$ cat config.mk
export PLATFORM = sky130hd
export DESIGN_NAME = relu_instr_queue
export DESIGN_NICKNAME = d
export VERILOG_FILES = /design/src/rtl/relu_instr_queue.sv
export SDC_FILE = /design/constraint.sdc
export NUM_CORES = 1
export LEC_CHECK = 0
export CAP_MARGIN = 20
export CORE_MARGIN = 4
export CORE_UTILIZATION = 37
export DETAILED_ROUTE_END_ITERATION = 8
export PLACE_DENSITY = 0.64
export RECOVER_POWER = 100
export SLEW_MARGIN = 15
export SYNTH_ARGS = -nofsm -noshare
export SYNTH_HDL_FRONTEND = slang
export SYNTH_SLANG_ARGS = --single-unit
$ cat constraint.sdc
create_clock -name clk -period 7.47 [get_ports clk]
set_clock_uncertainty 0.1 [all_clocks]
set_input_delay 1.494 -clock clk [delete_from_list [all_inputs] [get_ports clk]]
set_output_delay 1.494 -clock clk [all_outputs]
set_load 0.005 [all_outputs]
$ cat src/rtl/relu_instr_queue.sv
// rtl/relu_instr_queue.sv - in-order ReLU custom-instruction queue with accelerator hazard gate
// Optional zero-latency bypass of an empty queue is enabled by defining RELU_IQ_BYPASS_EN.
module relu_instr_queue #(
  parameter int DEPTH = 4
) (
  input  logic                       clk,
  input  logic                       rst,
  input  logic                       in_valid,
  output logic                       in_ready,
  input  logic [31:0]                in_instr,
  input  logic [31:0]                in_rs1,
  input  logic [31:0]                in_rs2,
  input  logic [4:0]                 in_rd,
  output logic                       instr_valid,
  input  logic                       instr_ready,
  output logic [31:0]                instr,
  output logic [31:0]                rs1_val,
  output logic [31:0]                rs2_val,
  output logic [4:0]                 rd_addr,
  input  logic                       accel_busy,
  input  logic                       accel_done,
  output logic [$clog2(DEPTH):0]     q_count,
  output logic                       q_full,
  output logic                       q_empty,
  output logic                       illegal
);
  localparam int PW = $clog2(DEPTH);
  localparam int CW = PW + 1;
  localparam logic [2:0] F3_START = 3'b001;
  localparam logic [2:0] F3_STAT  = 3'b010;

  logic [100:0]  mem [DEPTH];
  logic [PW-1:0] wr_ptr, rd_ptr;
  logic [CW-1:0] count;
  logic          start_pend;

  logic [31:0] head_instr, head_rs1, head_rs2;
  logic [4:0]  head_rd;
  logic        in_legal, accept, head_open, fifo_valid;
  logic        bypass, wr_en, deq, start_issued;

  assign {head_instr, head_rs1, head_rs2, head_rd} = mem[rd_ptr];

  assign q_empty  = (count == '0);
  assign q_full   = (count == CW'(DEPTH));
  assign q_count  = count;
  assign in_ready = !q_full;

  assign in_legal  = (in_instr[6:0] == 7'h33) && (in_instr[31:25] == 7'h03) && !in_instr[14];
  assign accept    = in_valid && in_ready;
  // STAT only reads status, so it may issue while the accelerator is computing.
  assign head_open = (head_instr[14:12] == F3_STAT) || (!accel_busy && !start_pend);
  assign fifo_valid = !q_empty && head_open && !rst;

`ifdef RELU_IQ_BYPASS_EN
  logic in_open;
  assign in_open = (in_instr[14:12] == F3_STAT) || (!accel_busy && !start_pend);
  assign bypass  = q_empty && in_open && in_legal && in_valid && instr_ready && !rst;
`else
  assign bypass  = 1'b0;
`endif

  assign wr_en = accept && in_legal && !bypass;
  assign deq   = fifo_valid && instr_ready;
  assign start_issued = (deq && head_instr[14:12] == F3_START) ||
                        (bypass && in_instr[14:12] == F3_START);

  always_comb begin
    instr_valid = fifo_valid || bypass;
    instr       = '0;
    rs1_val     = '0;
    rs2_val     = '0;
    rd_addr     = '0;
    if (bypass) begin
      instr   = in_instr;
      rs1_val = in_rs1;
      rs2_val = in_rs2;
      rd_addr = in_rd;
    end else if (!q_empty) begin
      instr   = head_instr;
      rs1_val = head_rs1;
      rs2_val = head_rs2;
      rd_addr = head_rd;
    end
  end

  always_ff @(posedge clk) begin
    if (wr_en && !rst) mem[wr_ptr] <= {in_instr, in_rs1, in_rs2, in_rd};
  end

  always_ff @(posedge clk) begin
    if (rst) begin
      wr_ptr     <= '0;
      rd_ptr     <= '0;
      count      <= '0;
      start_pend <= 1'b0;
      illegal    <= 1'b0;
    end else begin
      if (wr_en) wr_ptr <= wr_ptr + PW'(1);
      if (deq)   rd_ptr <= rd_ptr + PW'(1);
      case ({wr_en, deq})
        2'b10:   count <= count + CW'(1);
        2'b01:   count <= count - CW'(1);
        default: count <= count;
      endcase
      // Bridges the gap between START leaving the queue and busy rising.
      if (start_issued)                  start_pend <= 1'b1;
      else if (accel_busy || accel_done) start_pend <= 1'b0;
      illegal <= accept && !in_legal;
    end
  end
endmodule
* Word-level counts from Yosys, hierarchy flattened *
Memory sizes are Yosys's and may differ from the RTL's. A register that Yosys moved wholly into a read port is not among the register bits.
Cells that the tools add are included.

operators by class
  $add $sub $neg = 4
  muxes and demuxes = 11
  reductions and logical operators = 23
  equality and inequality tests = 7

operators with widths
  operator             count
  $mux 32              3
  $logic_and 1x1->1    11
  $eq 7x2->1 const B   1
  $eq 7x6->1 const B   1
  $logic_not 1->1      7
  $pmux 3 s2           1
  $mux 5               1
  $add 2x1->2 const B  2
  $mux 1               4
  $mux 2               2
  $reduce_bool 2->1    2
  $add 3x1->3 const B  1
  $eq 3x1->1 const B   1
  $eq 3x2->1 const B   1
  $eq 3x3->1 const B   1
  $logic_not 3->1      1
  $sub 3x1->3 const B  1
  $eq 2x1->1 const B   1
  $eq 2x2->1 const B   1
  $logic_or 1x1->1     2

storage, ports and cells
  output and inout bits = 109
  input port bits = 107
  logic and storage cells = 51
  memory bits (writable) = 404
  memories kept = 1
  register bits after elaboration = 9

memories
  memory  depth  width  read ports  clocked after Yosys merged registers in  wr ports  line  RTL
  mem     4      101    1           1                                        1         32    logic [100:0] mem [DEPTH];

* Longest topological paths before layout *
Gate-level depths: netlist (run 1).

  word-level depth = 8
  mapped depth = 11
  mapped depth without buffers = 10

* Worst setup path before layout (run 1) *
Ideal clock, no wire load.

  path kind = input to register
  start = input port in_instr[2]
  end = memory mem[0][0] (enable)
  stages = 4
  buffers on the path = 0
  slack = 2.318 ns
  arrival time = 4.581 ns
  cells stage by stage = nor4bb_1 > nand4_1 > nor3_1 > and2_1

between the ends
  longest elaborated chain between the ends = 7

ends and longest elaborated chain
  item                            line  RTL
  from (decl)                     10    input logic [31:0] in_instr,
  $eq 7x6->1                      49    assign in_legal = (in_instr[6:0] == 7'h33) && (in_instr[31:25] == 7'h03) && !in_instr[14];
  $logic_and 1x1->1 (2 in a row)  49
  $logic_and 1x1->1               63    assign wr_en = accept && in_legal && !bypass;
  $logic_and 1x1->1               88    if (wr_en && !rst) mem[wr_ptr] <= {in_instr, in_rs1, in_rs2, in_rd};
  $mux 1                          88
  $mux 1 (implied by the code)    88
  to (decl)                       32

Every way passes these cells.

* Worst setup path in the final report (run 1) *
  start = input port in_instr[25]
  end = memory mem[2][76] (enable)

between the ends
  longest elaborated chain between the ends = 7

ends and longest elaborated chain
  item                            line
  $eq 7x2->1                      49
  $logic_and 1x1->1 (2 in a row)  49
  $logic_and 1x1->1               63
  $logic_and 1x1->1               88
  $mux 1                          88
  $mux 1 (implied by the code)    88

Every way passes these cells.

==> metrics, run 1 <==
first-pass GRT wire length=between 50000 and 60000 um; Die Area=around 46000 sq um; via count=slightly below 8000; FP Rows=75; Clock Sinks=415; register share of total power=52.7%; Switching Fraction=about a fifth; final setup vio count=0; CP Capture Type=flip-flop; max_cap viols=6; number of port buffers=~220; failing checks=capacitance limit, slew limit; Post-CTS Hold Buffers=0; Setup Buffers After CTS=0; routability cong.=between 0.6 and 0.7; relative slew slack=-113%; crit-path cells=dlygate4sd3_1 -> nor4bb_1 -> nand4_1 -> nor3_1 -> and2_1 -> buf_12; total core area=42100 sq um; Pwr Density=around 240 nW/um^2; RSZ-0062 raised after global routing=no; clock period minus worst slack=6.03 ns; NetSw=a little over 0.0009 W; ys flop type=edfxtp_1; FF-to-FF Start=q_count[2]$_SDFFE_PP0P_; Layout fillers=~3500; synthesized area=roughly 16000 sq um; post-synthesis cell count=715; status=finished with violations; initial antenna violation count=7; Arrival @ worst endpoint=just over 6 ns; Syn Nets=828; Avg Synthesized Cell Area=around 22 sq um; Fin Hold WS=0.351 ns; fraction of layout cells with a size suffix above 1=a little under a fifth; global-route usage over all layers=between 10 and 15%; routed len/inst=~22 um; DRC=0; Worst Hold Class=reg -> reg; Worst R2R Path Depth=10; Cell variety after synth=34; Synth area leader=edfxtp_1; leakage=about 6.5 nW; EDFF count, synth=between 400 and 500; Inserted Clock Buffers=between 40 and 50; Area contributors post-synth=edfxtp_1, mux4_2, nor2b_1; Initial Util=around 38%; VDD IR max=around 0.20 mV; Detailed Routing Iterations Pass 1=5; #FFs+latches synth=slightly above 400; final period utilization=about four fifths; Multi-input gate area=approximately 3300 sq um; die width=between 200 and 250 um; H-tree depth=2; drt initial violations=517; critical path depth=6; insertion delay to the later sink of the worst-skew pair=roughly 0.55 ns; Final Max Tran Viols=between 300 and 400; combinational share of power=1.6%; Crit-path slowest cell=and2_1; CP delay by family, top=simple AND/OR/NAND/NOR gates; CP Launch Type=primary input; pin count of the biggest net entering global routing=84; Synth top area share=76.5%; Critical Path RT=approximately 7.6 ns; WL final=between 30000 and 40000 um; Worst Setup Path Type=in -> reg; post-synthesis sequential area ratio=~78%; post-CTS sizing=0; Worst-path clk slew=roughly 0.060 ns; internal power=between 0.003 and 0.004 W; Die H=215 um; Root Buffer Master=clkbuf_16; vias per inst=roughly 5; Worst Tran Pin Value=approximately 3.2 ns; total power=~0.0048 W; Hold Crit Start=rd_ptr[1]$_SDFFE_PP0P_; DP HPWL=19400 um; Antenna Nets Post-Route=0; most instantiated library cell after synthesis=edfxtp_1; Async SR Flop Fraction=0%; Clock Power Share=a little under half; FF+latch area=around 12000 sq um; nets=roughly 1100; Max Freq=approximately 170 MHz; num ports=216; hold-critical path depth=1; vias in the first global route=8076; CTS max path bufs=3; synth warn=0; Final Hold Viols=0; area growth from synthesis to layout=26.9%; crit-path max cell delay=about 2.3 ns; CTS tree=done; CP Max Fanout=between 50 and 60; GRT overflow=0; Buf/Inv on CP=2; Commonest cells post-synth=edfxtp_1, nor2b_1, mux4_2; aggregate negative setup slack=0 ns; Crit. Startpoint=in_instr[25]
## power by group through the flow
stage | Sequential, W | Clock, W | Combinational [W]
after global routing | 0.00255 | 0.00239 | 0.0000825
final | 0.00255 | 0.00221 | 0.0000761
after floorplan | 0.00260 | 0 | 0.00000311
after global placement | 0.00260 | 0 | 0.0000847
after CTS | 0.00255 | 0.00228 | 0.0000874
after detailed placement | 0.00260 | 0 | 0.0000871
## layout by cell type (no fill, tap or decap), drive strengths merged, types with 7 or more instances in the layout
master and instances:
edfxtp 404, clkbuf 50, nor2b 102, nor2 7, mux4 101, dfxtp 11, bufinv 8, dlygate4sd3 206
inv 11, clkdlybuf4s50 9, clkinv 17
## area by class of cell
type                            count  area share [%]
Antenna cell                        3          0.0373
Tap cell                          539            3.35
Clock buffer                       45            5.38
Timing Repair Buffer              225            11.2
Clock inverter                     34            1.96
Sequential cell                   415            61.4
Multi-Input combinational cell    259            16.6
Inverter                            6           0.112
## per-layer routing
| metal | global-route usage [%] | wire length [um] | vias up |
|---|---|---|---|
| met5 | 0 | 43 | - |
| met4 | 3.46 | 560 | 8 |
| met3 | 3.94 | 2090 | 43 |
| met2 | 21.8 | 15500 | 244 |
| met1 | 20.3 | 14700 | 4009 |
| li1 | - | - | 3389 |
## final timing paths
path,endpoint,slack (ns)
worst max-delay path,mem[2][76]$_DFFE_PP_,1.44
worst min-delay path,flip-flop,0.35
worst max register to register,q_count[2]$_SDFFE_PP0P_,3.09
worst min register to register,flip-flop,0.35
## per-stage QoR
step | setup slack (ns) | cell area (sq um) | utilization (%) | cells
finish | 1.44 | 20100 | 47.8 | 1526
floorplan | 2.32 | 15900 | - | 715
CTS | 2.22 | 20200 | 47.8 | 1523
global route | 1.25 | 20100 | 47.8 | 1524
global placement | 2.51 | 18700 | 44.3 | 1444
detailed placement | 2.44 | 18700 | 44.3 | 1444
## registers in the layout, summed over array words and instances, names as in the netlist, named ones only
signal / cells
mem: 404
q_count: 3
rd_ptr: 2
wr_ptr: 2
illegal: 1
start_pend: 1
## worst register-to-register path, stage by stage (launching register included)
cell      delay (ns)
dfxtp_1         0.41
nor3_2          0.08
clkbuf_2        1.12
nor3b_1         1.06
nor2b_1         0.30
ha_1            0.22
inv_1           0.06
fa_1            0.38
xor2_1          0.16
or3_1           0.30
a21oi_1         0.13
## logic make-up (layout without fill, tap and decap cells)
group | after synthesis | in the layout | share of synthesized area, %
compound gates | 11 | 11 | 0.457
mux | 103 | 103 | 14.5
simple gates | 137 | 137 | 5.41
fa+ha+maj | 6 | 6 | 0.521
xor+xnor | 2 | 2 | 0.110
other cells | 0 | 3 | 0
buf+inv | 41 | 310 | 1.17
flops | 415 | 415 | 77.9
Power figures use the tool's default switching activity.
==> inputs of run 2 (changes only) <==
- clock period: 7.47 -> 5.9 ns (I/O delays scaled with it)
==> run 2 against run 1 <==
Net effect: via count is 0.66% lower; count of clock-buffer cells in the layout is 11 higher; cell area is 0.21% lower; the flow still finishes with violations (capacitance limit, slew limit); sequential share of layout area is 0.11 points higher; core utilization is 0.098 points lower; worst setup slack worse by 0.33 ns; sequential power is 27% higher; worst hold slack worse by 0.0071 ns; critical endpoint is now mem[3][20]$_DFFE_PP_.
==> metrics, run 2 (same netlist as run 1, synthesis figures left out) <==
Top reg by flops=mem; aggregate negative setup slack=0 ns; CP Launch Type=primary input; Worst-path clk slew=roughly 0.060 ns; routed len/inst=approximately 22 um; VDD IR max=~0.26 mV; leakage=around 6.5 nW; via count=between 7000 and 8000; routability cong.=approximately 0.74; max_cap viols=3; pin count of the biggest net entering global routing=63; insertion delay to the later sink of the worst-skew pair=0.55 ns; FP Rows=75; failing checks=capacitance limit, slew limit; Worst Tran Pin Value=1.91 ns; Inserted Clock Buffers=43; vias in the first global route=between 8000 and 9000; area growth from synthesis to layout=26.6%; Pwr Density=a little under 300 nW/um^2; drt initial violations=around 500; Initial Util=37.7%; H-tree depth=2; num ports=~220; total core area=about 42000 sq um; initial antenna violation count=11; Critical Path RT=approximately 6 ns; DP HPWL=21000 um; final core utilization=between 40% and 50%; R2R Setup Slk=~2.2 ns; final period utilization=between 80% and 90%; Antenna Nets Post-Route=0; GRT overflow=0; number of port buffers=around 220; vias per inst=around 5; Max Freq=approximately 210 MHz; WL final=33500 um; CTS tree=done; nets=about 1100; status=finished with violations; Final Max Tran Viols=around 130; Worst Setup Path Type=in -> reg; clock period minus worst slack=between 4 and 5 ns; Final Hold Viols=0; post-CTS sizing=0; CP Capture Type=flip-flop; FF+latch area=between 10000 and 15000 sq um; Post-CTS Hold Buffers=0; relative slew slack=-27.0%; global-route usage over all layers=between 10 and 15%; Die H=approximately 220 um; die width=approximately 220 um; Worst Hold Class=reg -> reg; RSZ-0062 raised after global routing=no; max FFs per register=about 400; DRC=0; final setup vio count=0; first-pass GRT wire length=50800 um; Root Buffer Master=clkbuf_16; Multi-input gate area=between 3000 and 4000 sq um; Detailed Routing Iterations Pass 1=6; Clock Sinks=415; Die Area=~46000 sq um; CP Max Fanout=32; Layout fillers=~3500; commonest non-fill, non-tap cell in the layout=edfxtp_1; Arrival @ worst endpoint=4.91 ns; fraction of layout cells with a size suffix above 1=a little under a fifth; CTS max path bufs=3; most frequent cells in the layout=edfxtp_1, dlygate4sd3_1, nor2b_1; Setup Buffers After CTS=0
==> run 2: changes by cell type in the layout (fill, tap and decap cells not counted), moves of 3 or more <==
cell       before  now
clkbuf_1        3   16
buf_4           2    8
clkinv_2       10    5
bufinv_16       8    5
==> run 2: where the power goes <==
part           switching, W  internal (W)  total [W]
Clock               0.00107       0.00159    0.00266
Combinational     0.0000466     0.0000509  0.0000975
Sequential      0.000000121       0.00323    0.00323
Total               0.00111       0.00487    0.00599
==> run 2: worst paths after layout <==
kind / start / end / depth (start not counted)
max: in_instr[28] / mem[3][20]$_DFFE_PP_ / 6
min: rd_ptr[1]$_SDFFE_PP0P_ / flip-flop / 1
max reg2reg: q_count[1]$_SDFFE_PP0P_ / q_count[2]$_SDFFE_PP0P_ / 10
min reg2reg: rd_ptr[1]$_SDFFE_PP0P_ / flip-flop / 1
==> run 2: worst max-delay path: stages <==
cell,delay [ns]
dlygate4sd3_1,0.61
nor4bb_1,0.52
nand4_1,0.26
nor3_1,0.36
and2_1,1.42
buf_4,0.50
==> run 2: area by class of cell <==
type                       instances  area share [%]
multi-input combinational        259            16.6
sequential                       415            61.5
timing repair buffer             234            11.4
tap                              539            3.36
antenna                            4          0.0498
clock buffer                      56            5.70
inverter                           6           0.112
clock inverter                    24            1.27
==> run 2: per-stage QoR <==
stage               area, sq um  setup WS (ns)  hold WS, ns  power, W  cells
floorplan                 15900           1.06        0.328   0.00330    715
global placement          18700           1.38        0.335   0.00340   1453
detailed placement        18700           1.31        0.338   0.00340   1453
CTS                       20100           1.43        0.348   0.00608   1533
global route              20100          0.719        0.405   0.00621   1533
finish                    20100           1.10        0.344   0.00599   1537
==> run 2: layer usage <==
layer | vias to the layer above | wire length [um] | global-route usage, %
li1 | 3413 | - | -
met5 | - | 78 | 0
met3 | 53 | 2500 | 4.21
met2 | 242 | 16000 | 22.9
met4 | 12 | 549 | 3.71
met1 | 3922 | 14300 | 19.8
